File: config.mk
export PLATFORM = sky130hd
export DESIGN_NAME = tdes_decrypt_seq
export DESIGN_NICKNAME = d
export VERILOG_FILES = /design/src/rtl/tdes_pkg.sv /design/src/rtl/des_round.sv /design/src/rtl/tdes_decrypt_seq.sv
export SDC_FILE = /design/constraint.sdc
export NUM_CORES = 1
export LEC_CHECK = 0
export CAP_MARGIN = 20
export CORE_MARGIN = 2
export CORE_UTILIZATION = 55
export CTS_CLUSTER_SIZE = 12
export DETAILED_ROUTE_END_ITERATION = 8
export GPL_ROUTABILITY_DRIVEN = 0
export PLACE_DENSITY = 0.83
export SYNTH_ARGS = -nofsm -noshare
export SYNTH_HDL_FRONTEND = slang
export SYNTH_HIERARCHICAL = 1
export SYNTH_SLANG_ARGS = --single-unit
File: constraint.sdc
create_clock -name clk -period 24.1 [get_ports clk]
set_input_delay 3.615 -clock clk [delete_from_list [all_inputs] [get_ports clk]]
set_output_delay 3.615 -clock clk [all_outputs]
set_load 0.02 [all_outputs]
File: src/rtl/tdes_pkg.sv
// tdes_pkg: shared definitions for the two-key Triple-DES decryptor.
// Holds the FSM state enum, the DES permutation tables (IP, FP, E, P, PC-2),
// the eight S-boxes, the key-rotation table and small helpers that apply them.
// Table entries use DES numbering: bit 1 is the MSB of the source word.
package tdes_pkg;

  typedef enum logic [1:0] {
    IDLE = 2'd0,
    RUN  = 2'd1,
    DONE = 2'd2
  } state_t;

  localparam int IP_TBL [64] = '{
    58, 50, 42, 34, 26, 18, 10, 2, 60, 52, 44, 36, 28, 20, 12, 4,
    62, 54, 46, 38, 30, 22, 14, 6, 64, 56, 48, 40, 32, 24, 16, 8,
    57, 49, 41, 33, 25, 17,  9, 1, 59, 51, 43, 35, 27, 19, 11, 3,
    61, 53, 45, 37, 29, 21, 13, 5, 63, 55, 47, 39, 31, 23, 15, 7};

  localparam int FP_TBL [64] = '{
    40, 8, 48, 16, 56, 24, 64, 32, 39, 7, 47, 15, 55, 23, 63, 31,
    38, 6, 46, 14, 54, 22, 62, 30, 37, 5, 45, 13, 53, 21, 61, 29,
    36, 4, 44, 12, 52, 20, 60, 28, 35, 3, 43, 11, 51, 19, 59, 27,
    34, 2, 42, 10, 50, 18, 58, 26, 33, 1, 41,  9, 49, 17, 57, 25};

  localparam int E_TBL [48] = '{
    32,  1,  2,  3,  4,  5,  4,  5,  6,  7,  8,  9,
     8,  9, 10, 11, 12, 13, 12, 13, 14, 15, 16, 17,
    16, 17, 18, 19, 20, 21, 20, 21, 22, 23, 24, 25,
    24, 25, 26, 27, 28, 29, 28, 29, 30, 31, 32,  1};

  localparam int P_TBL [32] = '{
    16,  7, 20, 21, 29, 12, 28, 17,  1, 15, 23, 26,  5, 18, 31, 10,
     2,  8, 24, 14, 32, 27,  3,  9, 19, 13, 30,  6, 22, 11,  4, 25};

  localparam int PC2_TBL [48] = '{
    14, 17, 11, 24,  1,  5,  3, 28, 15,  6, 21, 10,
    23, 19, 12,  4, 26,  8, 16,  7, 27, 20, 13,  2,
    41, 52, 31, 37, 47, 55, 30, 40, 51, 45, 33, 48,
    44, 49, 39, 56, 34, 53, 46, 42, 50, 36, 29, 32};

  // Each box is stored row-major: entry index = row*16 + col.
  localparam int SBOX [8][64] = '{
    '{14, 4,13, 1, 2,15,11, 8, 3,10, 6,12, 5, 9, 0, 7,  0,15, 7, 4,14, 2,13, 1,10, 6,12,11, 9, 5, 3, 8,
       4, 1,14, 8,13, 6, 2,11,15,12, 9, 7, 3,10, 5, 0, 15,12, 8, 2, 4, 9, 1, 7, 5,11, 3,14,10, 0, 6,13},
    '{15, 1, 8,14, 6,11, 3, 4, 9, 7, 2,13,12, 0, 5,10,  3,13, 4, 7,15, 2, 8,14,12, 0, 1,10, 6, 9,11, 5,
       0,14, 7,11,10, 4,13, 1, 5, 8,12, 6, 9, 3, 2,15, 13, 8,10, 1, 3,15, 4, 2,11, 6, 7,12, 0, 5,14, 9},
    '{10, 0, 9,14, 6, 3,15, 5, 1,13,12, 7,11, 4, 2, 8, 13, 7, 0, 9, 3, 4, 6,10, 2, 8, 5,14,12,11,15, 1,
      13, 6, 4, 9, 8,15, 3, 0,11, 1, 2,12, 5,10,14, 7,  1,10,13, 0, 6, 9, 8, 7, 4,15,14, 3,11, 5, 2,12},
    '{ 7,13,14, 3, 0, 6, 9,10, 1, 2, 8, 5,11,12, 4,15, 13, 8,11, 5, 6,15, 0, 3, 4, 7, 2,12, 1,10,14, 9,
      10, 6, 9, 0,12,11, 7,13,15, 1, 3,14, 5, 2, 8, 4,  3,15, 0, 6,10, 1,13, 8, 9, 4, 5,11,12, 7, 2,14},
    '{ 2,12, 4, 1, 7,10,11, 6, 8, 5, 3,15,13, 0,14, 9, 14,11, 2,12, 4, 7,13, 1, 5, 0,15,10, 3, 9, 8, 6,
       4, 2, 1,11,10,13, 7, 8,15, 9,12, 5, 6, 3, 0,14, 11, 8,12, 7, 1,14, 2,13, 6,15, 0, 9,10, 4, 5, 3},
    '{12, 1,10,15, 9, 2, 6, 8, 0,13, 3, 4,14, 7, 5,11, 10,15, 4, 2, 7,12, 9, 5, 6, 1,13,14, 0,11, 3, 8,
       9,14,15, 5, 2, 8,12, 3, 7, 0, 4,10, 1,13,11, 6,  4, 3, 2,12, 9, 5,15,10,11,14, 1, 7, 6, 0, 8,13},
    '{ 4,11, 2,14,15, 0, 8,13, 3,12, 9, 7, 5,10, 6, 1, 13, 0,11, 7, 4, 9, 1,10,14, 3, 5,12, 2,15, 8, 6,
       1, 4,11,13,12, 3, 7,14,10,15, 6, 8, 0, 5, 9, 2,  6,11,13, 8, 1, 4,10, 7, 9, 5, 0,15,14, 2, 3,12},
    '{13, 2, 8, 4, 6,15,11, 1,10, 9, 3,14, 5, 0,12, 7,  1,15,13, 8,10, 3, 7, 4,12, 5, 6,11, 0,14, 9, 2,
       7,11, 4, 1, 9,12,14, 2, 0, 6,10,13,15, 3, 5, 8,  2, 1,14, 7, 4,10, 8,13,15,12, 9, 0, 3, 5, 6,11}};

  localparam int SHIFT_TBL [16] = '{1, 1, 2, 2, 2, 2, 2, 2, 1, 2, 2, 2, 2, 2, 2, 1};

  function automatic logic [63:0] ip_perm(input logic [63:0] x);
    logic [63:0] y;
    y = '0;
    for (int j = 0; j < 64; j++) y[6'(63 - j)] = x[6'(64 - IP_TBL[j])];
    return y;
  endfunction

  function automatic logic [63:0] fp_perm(input logic [63:0] x);
    logic [63:0] y;
    y = '0;
    for (int j = 0; j < 64; j++) y[6'(63 - j)] = x[6'(64 - FP_TBL[j])];
    return y;
  endfunction

  function automatic logic [47:0] e_expand(input logic [31:0] x);
    logic [47:0] y;
    y = '0;
    for (int j = 0; j < 48; j++) y[6'(47 - j)] = x[5'(32 - E_TBL[j])];
    return y;
  endfunction

  function automatic logic [31:0] p_perm(input logic [31:0] x);
    logic [31:0] y;
    y = '0;
    for (int j = 0; j < 32; j++) y[5'(31 - j)] = x[5'(32 - P_TBL[j])];
    return y;
  endfunction

  function automatic logic [47:0] pc2_perm(input logic [55:0] x);
    logic [47:0] y;
    y = '0;
    for (int j = 0; j < 48; j++) y[6'(47 - j)] = x[6'(56 - PC2_TBL[j])];
    return y;
  endfunction

  // Row is formed from the outer bits of each 6-bit group, column from the inner four.
  function automatic logic [31:0] sbox_sub(input logic [47:0] x);
    logic [31:0] y;
    logic [5:0]  six;
    y = '0;
    for (int i = 0; i < 8; i++) begin
      six = x[6'(47 - 6 * i) -: 6];
      y[5'(31 - 4 * i) -: 4] = 4'(SBOX[3'(i)][{six[5], six[0], six[4:1]}]);
    end
    return y;
  endfunction

  function automatic logic [27:0] rotl28(input logic [27:0] v, input int n);
    return (n == 2) ? {v[25:0], v[27:26]} : {v[26:0], v[27]};
  endfunction

  function automatic logic [27:0] rotr28(input logic [27:0] v, input int n);
    return (n == 2) ? {v[1:0], v[27:2]} : {v[0], v[27:1]};
  endfunction

endpackage

File: src/rtl/des_round.sv
// des_round: one combinational DES Feistel round.
// Ports:
//   l, r    - current 32-bit halves
//   subkey  - 48-bit round key
//   l_next  - next left half (= r)
//   r_next  - next right half (= l ^ f(r, subkey))
module des_round
  import tdes_pkg::*;
(
  input  logic [31:0] l,
  input  logic [31:0] r,
  input  logic [47:0] subkey,
  output logic [31:0] l_next,
  output logic [31:0] r_next
);

  logic [47:0] mixed;

  assign mixed  = e_expand(r) ^ subkey;
  assign l_next = r;
  assign r_next = l ^ p_perm(sbox_sub(mixed));

endmodule

File: src/rtl/tdes_decrypt_seq.sv
// tdes_decrypt_seq: iterative two-key Triple-DES decryptor, one Feistel round
// per clock: plaintext = D_key1(E_key2(D_key1(intext))), 48 rounds per block.
// Ports:
//   clk, rst            - clock, asynchronous active-high reset
//   in_valid / in_ready - input handshake for intext, key1, key2
//   key1, key2          - 56-bit post-PC-1 keys (C in [55:28], D in [27:0])
//   intext              - 64-bit ciphertext block
//   out_valid/out_ready - output handshake for password
//   password            - 64-bit plaintext, held until the next result
module tdes_decrypt_seq
  import tdes_pkg::*;
(
  input  logic        clk,
  input  logic        rst,
  input  logic        in_valid,
  output logic        in_ready,
  input  logic [55:0] key1,
  input  logic [55:0] key2,
  input  logic [63:0] intext,
  output logic        out_valid,
  input  logic        out_ready,
  output logic [63:0] password
);

  state_t      state_q, state_d;
  logic [31:0] l_q, r_q, l_new, r_new;
  logic [27:0] c_q, d_q;
  logic [55:0] k1_q, k2_q;
  logic [3:0]  round_q;
  logic [1:0]  pass_q;

  logic        accept, last_round, last_pass, is_enc;
  int          shift_amt;
  logic [55:0] cd_next;
  logic [47:0] subkey;
  logic [63:0] pass_out;

  assign accept     = in_valid && in_ready;
  assign last_round = (round_q == 4'd15);
  assign last_pass  = (pass_q == 2'd2);
  assign is_enc     = (pass_q == 2'd1);

  // Key schedule. Encrypt rotates left before PC-2; decrypt starts from the
  // unrotated key (which equals C16/D16) and rotates right after PC-2.
  always_comb begin
    // NOTE: every combinational output gets a default first so no path leaves it unassigned and infers a latch.
    shift_amt = 1;
    cd_next   = {c_q, d_q};
    subkey    = '0;
    if (is_enc) begin
      shift_amt = SHIFT_TBL[round_q];
      cd_next   = {rotl28(c_q, shift_amt), rotl28(d_q, shift_amt)};
      subkey    = pc2_perm(cd_next);
    end else begin
      shift_amt = SHIFT_TBL[4'd15 - round_q];
      cd_next   = {rotr28(c_q, shift_amt), rotr28(d_q, shift_amt)};
      subkey    = pc2_perm({c_q, d_q});
    end
  end

  des_round u_round (
    .l      (l_q),
    .r      (r_q),
    .subkey (subkey),
    .l_next (l_new),
    .r_next (r_new)
  );

  // Pass result after the 16th round: swap halves, then FP.
  assign pass_out = fp_perm({r_new, l_new});

  // FSM state register
  always_ff @(posedge clk or posedge rst) begin
    // NOTE: sequential state uses non-blocking assignments so all registers update together on the edge.
    if (rst) state_q <= IDLE;
    else     state_q <= state_d;
  end

  // FSM next-state logic
  always_comb begin
    state_d = state_q;
    case (state_q)
      IDLE:    if (in_valid)                state_d = RUN;
      RUN:     if (last_round && last_pass) state_d = DONE;
      DONE:    if (out_ready)               state_d = IDLE;
      default:                              state_d = IDLE;
    endcase
  end

  // FSM outputs
  always_comb begin
    in_ready  = (state_q == IDLE);
    out_valid = (state_q == DONE);
  end

  // Datapath, key schedule registers and pass/round counters
  always_ff @(posedge clk or posedge rst) begin
    if (rst) begin
      l_q      <= '0;
      r_q      <= '0;
      c_q      <= '0;
      d_q      <= '0;
      k1_q     <= '0;
      k2_q     <= '0;
      round_q  <= '0;
      pass_q   <= '0;
      password <= '0;
    end else if (accept) begin
      k1_q       <= key1;
      k2_q       <= key2;
      {l_q, r_q} <= ip_perm(intext);
      {c_q, d_q} <= key1;
      round_q    <= '0;
      pass_q     <= '0;
    end else if (state_q == RUN) begin
      if (!last_round) begin
        {l_q, r_q} <= {l_new, r_new};
        {c_q, d_q} <= cd_next;
        round_q    <= round_q + 4'd1;
      end else if (!last_pass) begin
        // FP/IP between passes is folded into this same cycle.
        {l_q, r_q} <= ip_perm(pass_out);
        {c_q, d_q} <= (pass_q == 2'd0) ? k2_q : k1_q;
        round_q    <= '0;
        pass_q     <= pass_q + 2'd1;
      end else begin
        // Final round of pass 2: counters hold at 15/2 until the next block.
        password <= pass_out;
      end
    end
  end

endmodule

After elaboration in Yosys (flattened, before gate mapping)
Memory sizes are Yosys's and may differ from the RTL's.
Index checks and enable logic that the tools add are counted.
{"block": "totals", "ff_bits": 256, "rom_bits": 9216, "input_bits": 180, "output_inout_bits": 66, "wordCells": 105, "n_memories": 6}
{"block": "op_classes", "add_sub_neg": 3, "n_lt_le_gt_ge": 6, "n_eq_ne": 13, "n_mux": 46, "bitwise_logic": 9, "reduce_logical": 11}
{"name": "(name not given)", "words": 64, "word_bits": 32, "read_ports": 1, "rd_clocked_by_memory_dff": 0, "write_ports": 0, "line": "tdes_pkg.sv:104", "rtl": "y[5'(31 - 4 * i) -: 4] = 4'(SBOX[3'(i)][{six[5], six[0], six[4:1]}]);"}
{"name": "(name not given)", "words": 64, "word_bits": 32, "read_ports": 1, "rd_clocked_by_memory_dff": 0, "write_ports": 0, "line": "tdes_pkg.sv:104"}
{"name": "(name not given)", "words": 64, "word_bits": 32, "read_ports": 1, "rd_clocked_by_memory_dff": 0, "write_ports": 0, "line": "tdes_pkg.sv:104"}
{"name": "(name not given)", "words": 64, "word_bits": 32, "read_ports": 1, "rd_clocked_by_memory_dff": 0, "write_ports": 0, "line": "tdes_pkg.sv:104"}
{"name": "(name not given)", "words": 16, "word_bits": 32, "read_ports": 1, "rd_clocked_by_memory_dff": 0, "write_ports": 0, "line": "tdes_decrypt_seq.sv:55", "rtl": "shift_amt = SHIFT_TBL[4'd15 - round_q];"}
{"name": "(name not given)", "words": 16, "word_bits": 32, "read_ports": 1, "rd_clocked_by_memory_dff": 0, "write_ports": 0, "line": "tdes_decrypt_seq.sv:51", "rtl": "shift_amt = SHIFT_TBL[round_q];"}
{"cell": "32-bit two-way mux", "n": 11}
{"cell": "28-bit two-way mux", "n": 12}
{"cell": "56-bit two-way mux", "n": 2}
{"cell": "32-bit by 3-bit == test with 1-bit output (second input constant)", "n": 2}
{"cell": "32-bit by 16-bit XOR with 32-bit output", "n": 1}
{"cell": "7-bit >= comparator (second input constant)", "n": 4}
{"cell": "6-bit inverter with 7-bit output", "n": 4}
{"cell": "24-bit two-way mux", "n": 1}
{"cell": "4-bit two-way mux", "n": 6}
{"cell": "24-bit XOR", "n": 1}
{"cell": "2-bit two-way mux", "n": 9}
{"cell": "3-bit two-way mux", "n": 4}
{"cell": "5-bit >= comparator (second input constant)", "n": 2}
{"cell": "4-bit inverter with 5-bit output", "n": 2}
{"cell": "2-bit inequality test (second input constant)", "n": 4}
{"cell": "2-bit one-hot mux with 3 select lines", "n": 1}
{"cell": "3-bit AND reduction", "n": 2}
{"cell": "4-bit by 1-bit adder with 4-bit output (second input constant)", "n": 1}
{"cell": "2-bit by 1-bit == test with 1-bit output (second input constant)", "n": 2}
{"cell": "2-bit == test (second input constant)", "n": 2}
{"cell": "4-bit == test (second input constant)", "n": 1}
{"cell": "2-bit logical NOT", "n": 2}
{"cell": "2-bit AND reduction", "n": 2}
{"cell": "4-bit AND reduction", "n": 1}
{"cell": "other kinds (7)", "n": 9}

Depth between registers and ports, before layout
Gate-level depths: netlist of run 1.
{"block": "logic_depth", "word_depth": 16, "mapped_depth": 9, "depth_no_buf": 7}

By module
Netlist of run 1, hierarchy kept.
{"module": "tdes_decrypt_seq", "n_inst": 1, "cells_per_inst": 1464, "area_each_um2": 13225.2, "seq_area_each_um2": 6406.1}
{"module": "des_round", "n_inst": 1, "cells_per_inst": 65, "area_each_um2": 484.2, "seq_area_each_um2": 0.0}

Worst setup path after synthesis of run 1
OpenSTA, ideal clock, no wires.
{"block": "synth_timing", "path_type": "in2reg", "from": "input port in_valid", "to": "register round_q[3]", "setup_ps": 120, "t_arrival_ps": 4755, "t_required_ps": 23980, "slack_ps": 19225, "cell_stages": 5, "n_path_buf": 3, "path_cell_list": "or3b_2 clkbuf_1 clkbuf_1 clkbuf_1 and3_1"}
{"block": "synth_via", "elab_chain_cells": 3, "elab_cells_between_ends": 5, "cone_classes": "1 x eq/ne; 1 x mux; 3 x reduce/logical"}
{"element": "from (decl)", "line": "tdes_decrypt_seq.sv:15", "rtl": "input logic in_valid,"}
{"element": "1-bit logical AND (*)", "line": "tdes_decrypt_seq.sv:38", "rtl": "assign accept = in_valid && in_ready;"}
{"element": "3-bit inequality test (no line) / 2-bit nonzero test (equally long branches)"}
{"element": "2-bit AND reduction (no line)"}
{"element": "to (signal assigned)", "line": "tdes_decrypt_seq.sv:119", "rtl": "round_q <= round_q + 4'd1;"}
{"element": "to (decl)", "line": "tdes_decrypt_seq.sv:29", "rtl": "logic [3:0] round_q;"}
Every way passes the cells marked *; elsewhere a longest branch is shown, timed or not.
A chain may end at the register's enable or synchronous reset.

Worst setup path after layout of run 1
{"block": "layout_timing", "from": "register state_q[1]", "to": "output port out_valid"}
{"block": "layout_via", "elab_chain_cells": 1}
{"element": "from (decl)", "line": "tdes_decrypt_seq.sv:25", "rtl": "state_t state_q, state_d;"}
{"element": "from (signal assigned)", "line": "tdes_decrypt_seq.sv:76", "rtl": "else state_q <= state_d;"}
{"element": "2-bit == test", "line": "tdes_decrypt_seq.sv:93", "rtl": "out_valid = (state_q == DONE);"}
{"element": "to (decl)", "line": "tdes_decrypt_seq.sv:20", "rtl": "output logic out_valid,"}
No other way between the ends.

==> results of run 1 <==
## registers in the layout, indices dropped and copies added, names as in the netlist
register  cells
l_q           8
pass_q        2
password     16
r_q          16
round_q       4
state_q       2
## cell type report
cell class	count	area, µm²
fill	457	2160
clock buffer	5	68.8
sequential	48	1200
clock inverter	2	12.5
timing repair buffer	41	413
tap	70	87.6
inverter	7	26.3
multi-input combinational	218	1140
## metrics by stage
stage | power (mW) | hold WS [ns] | cells | worst slack [ns]
after floorplan | 0.218 | 0.467 | 387 | 19.34
after global placement | 0.200 | 0.483 | 383 | 18.82
after detailed placement | 0.204 | 0.481 | 383 | 18.83
after CTS | 0.249 | 0.510 | 390 | 18.88
after global routing | 0.268 | 0.534 | 391 | 18.79
final | 0.248 | 0.502 | 391 | 18.86
## metal layers
layer	GRT usage [%]	up-vias
met4	5.82	0
met1	22.0	848
li1	-	907
met5	0	-
met2	26.1	48
met3	3.65	6
## layout by cell type (no fill, tap or decap), drive strengths merged
cell / instances
a21oi: 36
a22o: 8
and2: 1
and3: 2
buf: 4
clkbuf: 5
clkdlybuf4s50: 37
clkinv: 1
clkinvlp: 1
conb: 56
dfrtp: 48
ha: 4
inv: 7
mux2: 16
nand2: 57
nand2b: 2
nand3: 2
nand4b: 1
nor2: 6
nor2b: 2
nor3: 1
o21a: 1
o21ai: 19
or3b: 1
or4: 1
xnor2: 1
xor2: 1
## power groups by stage
stage	combinational, mW	sequential, mW	clock, mW
after floorplan	0.106	0.112	0
after global placement	0.0819	0.118	0
after detailed placement	0.0839	0.120	0
after CTS	0.0842	0.118	0.0465
after global routing	0.0960	0.122	0.0502
final	0.0839	0.119	0.0454
## worst reg2reg max path, stage by stage, from the launching register on
cell	delay [ns]
dfrtp_1	0.44
ha_1	0.25
nand2_1	0.12
o21ai_2	0.46
buf_4	0.35
nor2_1	0.10
xnor2_1	0.17
nor2_1	0.05
## final timing paths
kind                       slack, ns           end  cells after the start        from
hold / removal                  0.50       l_q[31]                      1     l_q[31]
setup reg to reg               22.04     pass_q[0]                      7  round_q[0]
setup / recovery               18.86     out_valid                      2  state_q[1]
max in group asynchronous      20.05  password[13]                      3         rst
min in group asynchronous       3.57       r_q[15]                      2         rst
hold reg to reg                 0.50       l_q[31]                      1     l_q[31]
==> impl_results.md, run 1 <==
* CP max stage cell: clkdlybuf4s50_1
* Area Growth Syn to Fin at 1.55%
* Total Routed Length at 4730 µm
* Initial antenna violation count at 0
* Total track usage at 16.3%
* CTS Hold Bufs at 0
* CP peak stage delay at 0.65 ns
* Top Family by Delay on Critical Path: buffers and inverters
* Initial Utilization at 56.9%
* Max layer used: met4
* Total grt overflow at 0
* Routed wire length per instance at 12.1 µm
* Worst path required time at 20.48 ns
* Inserted Diodes at 0
* Metal3 WL at 248 µm
* WL met1 at 2120 µm
* Arrival @ worst endpoint at 1.63 ns
* H-tree depth at 2
* Max VDD drop at 0.0000541 V
* Synth Warn # at 6
* Via count at 1809
* Cells along the critical path: nor2b_1 -> clkdlybuf4s50_1
* Final #Nets at 505
* Chip width at 76.7 µm
* RSZ-0062 raised after global routing: false
* Clock power share at 18.3%
* Drt drc at 0
* First-pass GRT wire length at 7780 µm
* Io pins at 246
* Internal power at 153 µW
* Final setup vio count at 0
* Vias/cell at 4.63
* Worst hold path class: flop to flop
* Placed instance area at 0.00285 mm²
* ANT nets after route at 0
* Leak Pwr at 1.38 nW
* Design area at 0.00295 mm²
* Worst-Margin Slew at 0.748 ns
* Clock Latency Late Sink at 0.29 ns
* CP max FO at 5
* Pre-antenna DRT Iters at 4
* Synth Instances at 333
* Core Util, Final at 57.7%
* Worst Setup Start Kind: flop
* CTS Sinks at 48
* Achievable frequency at 0.191 GHz
* Die Ht at 76.7 µm
* Maximum Capacitance Violations at 0
* Max_slew headroom at 50.0%
* Max-slew violation count at 0
* I/O Buffers at 37
* Sw frac at 38.5%
* Die area at 0.00588 mm²
* Final Hold Viols at 0
* Clk_skew at 0.0101 ns
* Share of cells above drive strength 1 at 9.66%
* Cts repair resizes at 0
* Core box area at 0.00511 mm²
* Met2 wire length at 2290 µm
* Crit path time final at 5.24 ns
* Max clock buf depth at 2
* Clock slew at reported path FFs at 0.09 ns
* Syn_area_per_cell at 8.72 µm²
* Sequential power share at 47.8%
* Status: completed
* Clk Tree Root Cell: clkbuf_8
* Cell Area, Synth at 0.00290 mm²
* Maximum number of pins on one net before global-route repair at 49
* CTS tree: yes
* Logic pwr share at 33.8%
* Sum of negative setup slack at 0 ns
* Period utilisation layout at 21.8%
* CP Capture Type: primary output
* Cell row count at 26
* Power Density at 84.1 mW/mm²
* Switch Pwr at 95.4 µW
* Vias in the first global route at 1647
* Total CTS buffers at 5
* Worst Path Buf+Inv at 1
* HPWL after detailed placement at 3140 µm
* Critical path class: flop to primary output
* Postcts setup bufs at 0
* Initial DRC Count at 121
Power figures use the tool's default switching activity.
==> run 2, diff against run 1 <==
Clock period 24.1 ns to 5.45 ns, I/O delays scaled along.
==> results of run 2 <==
The final DEF is identical to that of run 1. Status: completed.
Main changes from that run: setup slack after placement 18.83 ns -> 2.98 ns; setup slack after layout 18.86 ns -> 3.00 ns; register-to-register setup slack 22.04 ns -> 3.39 ns; total power 0.248 mW -> 1.10 mW; worst IR drop on VDD 0.0000541 V -> 0.000239 V
==> run 3, diff against run 2 <==
Settings changed: CORE_UTILIZATION 55 to 50, PLACE_DENSITY 0.83 to 0.8.
Clock period 5.45 ns to 2.2 ns, I/O delays scaled along.
==> run 3 against run 2 <==
Effect of this change:
- sequential power is 150% higher
- non-clock buffer count up 6
- register-to-register slack worse by 2.9 ns
- clock skew shrank 0.0057 ns
==> impl_results.md, run 3 (same netlist as run 1, synthesis figures left out) <==
* Worst hold path class: primary input to async pin
* RSZ-0062 raised after global routing: false
* Initial DRC Count at 112 (-7.4%)
* Initial antenna violation count at 0 (unchanged)
* Initial Utilization at 52.1% (-4.8 points)
* CTS Sinks at 48 (unchanged)
* Critical path class: flop to primary output
* Total Routed Length at 5030 µm (+6.5%)
* Achievable frequency at 0.529 GHz
* Logic pwr share at 34.7% (+0.9 points)
* Clk_skew at 0.00441 ns (-0.00571 ns)
* Worst Setup Start Kind: flop
* Power Density at 936 mW/mm²
* Sw frac at 38.1%
* Die area at 0.00643 mm² (+9.5%)
* HPWL after detailed placement at 3510 µm (+12%)
* Total grt overflow at 0 (unchanged)
* Share of cells above drive strength 1 at 11.3% (+1.7 points)
* Core Util, Final at 53.9% (-3.8 points)
* Max VDD drop at 0.000510 V
* Total track usage at 16.4% (+0.063 points)
* Vias/cell at 4.75 (+2.7%)
* Dpl ws at 0.493 ns
* Clock Latency Late Sink at 0.30 ns (about the same)
* Max clock buf depth at 2 (unchanged)
* Clock slew at reported path FFs at 0.08 ns (about the same)
* Worst path required time at 1.87 ns
* Max-slew violation count at 0 (unchanged)
* Sequential power share at 46.2% (-1.6 points)
* Pre-antenna DRT Iters at 4 (unchanged)
* Biggest registers after layout: password (16), r_q (16), l_q (8)
* Cts repair resizes at 0 (unchanged)
* Inserted Diodes at 0 (unchanged)
* Final #Nets at 511 (+1.2%)
* Internal power at 1.74 mW
* Maximum Capacitance Violations at 0 (unchanged)
* Leak Pwr at 1.41 nW (+2.7%)
* CP Capture Type: primary output
* ANT nets after route at 0 (unchanged)
* Period utilisation layout at 86.0%
* Cell row count at 27 (+3.8%)
* Maximum number of pins on one net before global-route repair at 35 (-29%)
* Core box area at 0.00557 mm² (+9.1%)
* Switch Pwr at 1.07 mW
* Final Hold Viols at 0 (unchanged)
* Clk Tree Root Cell: clkbuf_8
* Setup ws final at 0.308 ns
* CTS tree: yes
* Chip width at 80.2 µm (+4.6%)
* Sum of negative setup slack at 0 ns (unchanged)
* I/O Buffers at 37 (unchanged)
* CP max FO at 5 (unchanged)
* Status: completed
* Drt drc at 0 (unchanged)
* Routed wire length per instance at 12.6 µm (+4.3%)
* Postcts setup bufs at 0 (unchanged)
* Total CTS buffers at 5 (unchanged)
* Most common cell after layout, fill and taps aside: nand2_1
* First-pass GRT wire length at 8160 µm (+4.9%)
* Via count at 1896 (+4.8%)
* H-tree depth at 2 (unchanged)
* Vias in the first global route at 1761 (+6.9%)
* Area Growth Syn to Fin at 3.53%
* Clock power share at 19.0% (+0.7 points)
* Io pins at 246 (unchanged)
* Crit path time final at 1.89 ns
* Arrival @ worst endpoint at 1.56 ns (-0.07 ns)
* Final setup vio count at 0 (unchanged)
* Commonest non-fill, non-tap cells in the layout: nand2_1, conb_1, dfrtp_1, clkdlybuf4s50_1, a21oi_1
* Die Ht at 80.2 µm (+4.6%)
* CTS Hold Bufs at 0 (unchanged)
==> run 3: worst paths after layout <==
kind | endpoint | slack (ns) | cells after the start | startpoint
worst max-delay path | out_valid | 0.31 | 2 | state_q[1]
worst min-delay path | password[25] | 0.36 | 2 | rst
worst max register to register | password[13] | 0.49 | 6 | pass_q[0]
worst min register to register | l_q[21] | 0.51 | 1 | l_q[21]
max in group asynchronous | pass_q[0] | 1.34 | 3 | rst
min in group clk | l_q[21] | 0.51 | 1 | l_q[21]
==> run 3: critical path, cell delays in order, from the launching register on <==
cell,delay (ns)
dfrtp_1,0.41
nor2b_1,0.21
clkdlybuf4s50_1,0.65
==> run 3: per-stage QoR <==
step / cells / instance area, µm² / hold slack [ns] / total power, mW
3_3_place_gp: 392 / 2920 / 0.481 / 2.25
3_5_place_dp: 392 / 2920 / 0.487 / 2.29
2_1_floorplan: 387 / 3110 / 0.447 / 2.39
6_report: 399 / 3010 / 0.364 / 2.81
5_1_grt: 399 / 3010 / 0.407 / 3.05
4_1_cts: 399 / 3010 / 0.375 / 2.84
==> run 3: final cells by class <==
| cell class | instances | area (µm²) |
|---|---|---|
| fill | 504 | 2570 |
| sequential | 48 | 1200 |
| multi-input combinational | 218 | 1140 |
| timing repair buffer | 47 | 458 |
| tap | 72 | 90.1 |
| clock buffer | 6 | 82.6 |
| inverter | 7 | 26.3 |
| clock inverter | 1 | 8.76 |
==> run 3: metal layers <==
metal	vias to the layer above	global-route usage [%]	routed length [µm]
met5	-	0	0
met4	0	2.88	36
met3	6	5.73	413
met2	77	26.0	2400
met1	904	22.0	2180
li1	909	-	-
==> run 3: power groups by stage <==
| stage | registers [mW] | logic [mW] | clock network (mW) |
|---|---|---|---|
| floorplan | 1.23 | 1.16 | 0 |
| global placement | 1.30 | 0.950 | 0 |
| detailed placement | 1.31 | 0.982 | 0 |
| CTS | 1.29 | 0.987 | 0.554 |
| global route | 1.33 | 1.11 | 0.598 |
| finish | 1.30 | 0.977 | 0.536 |
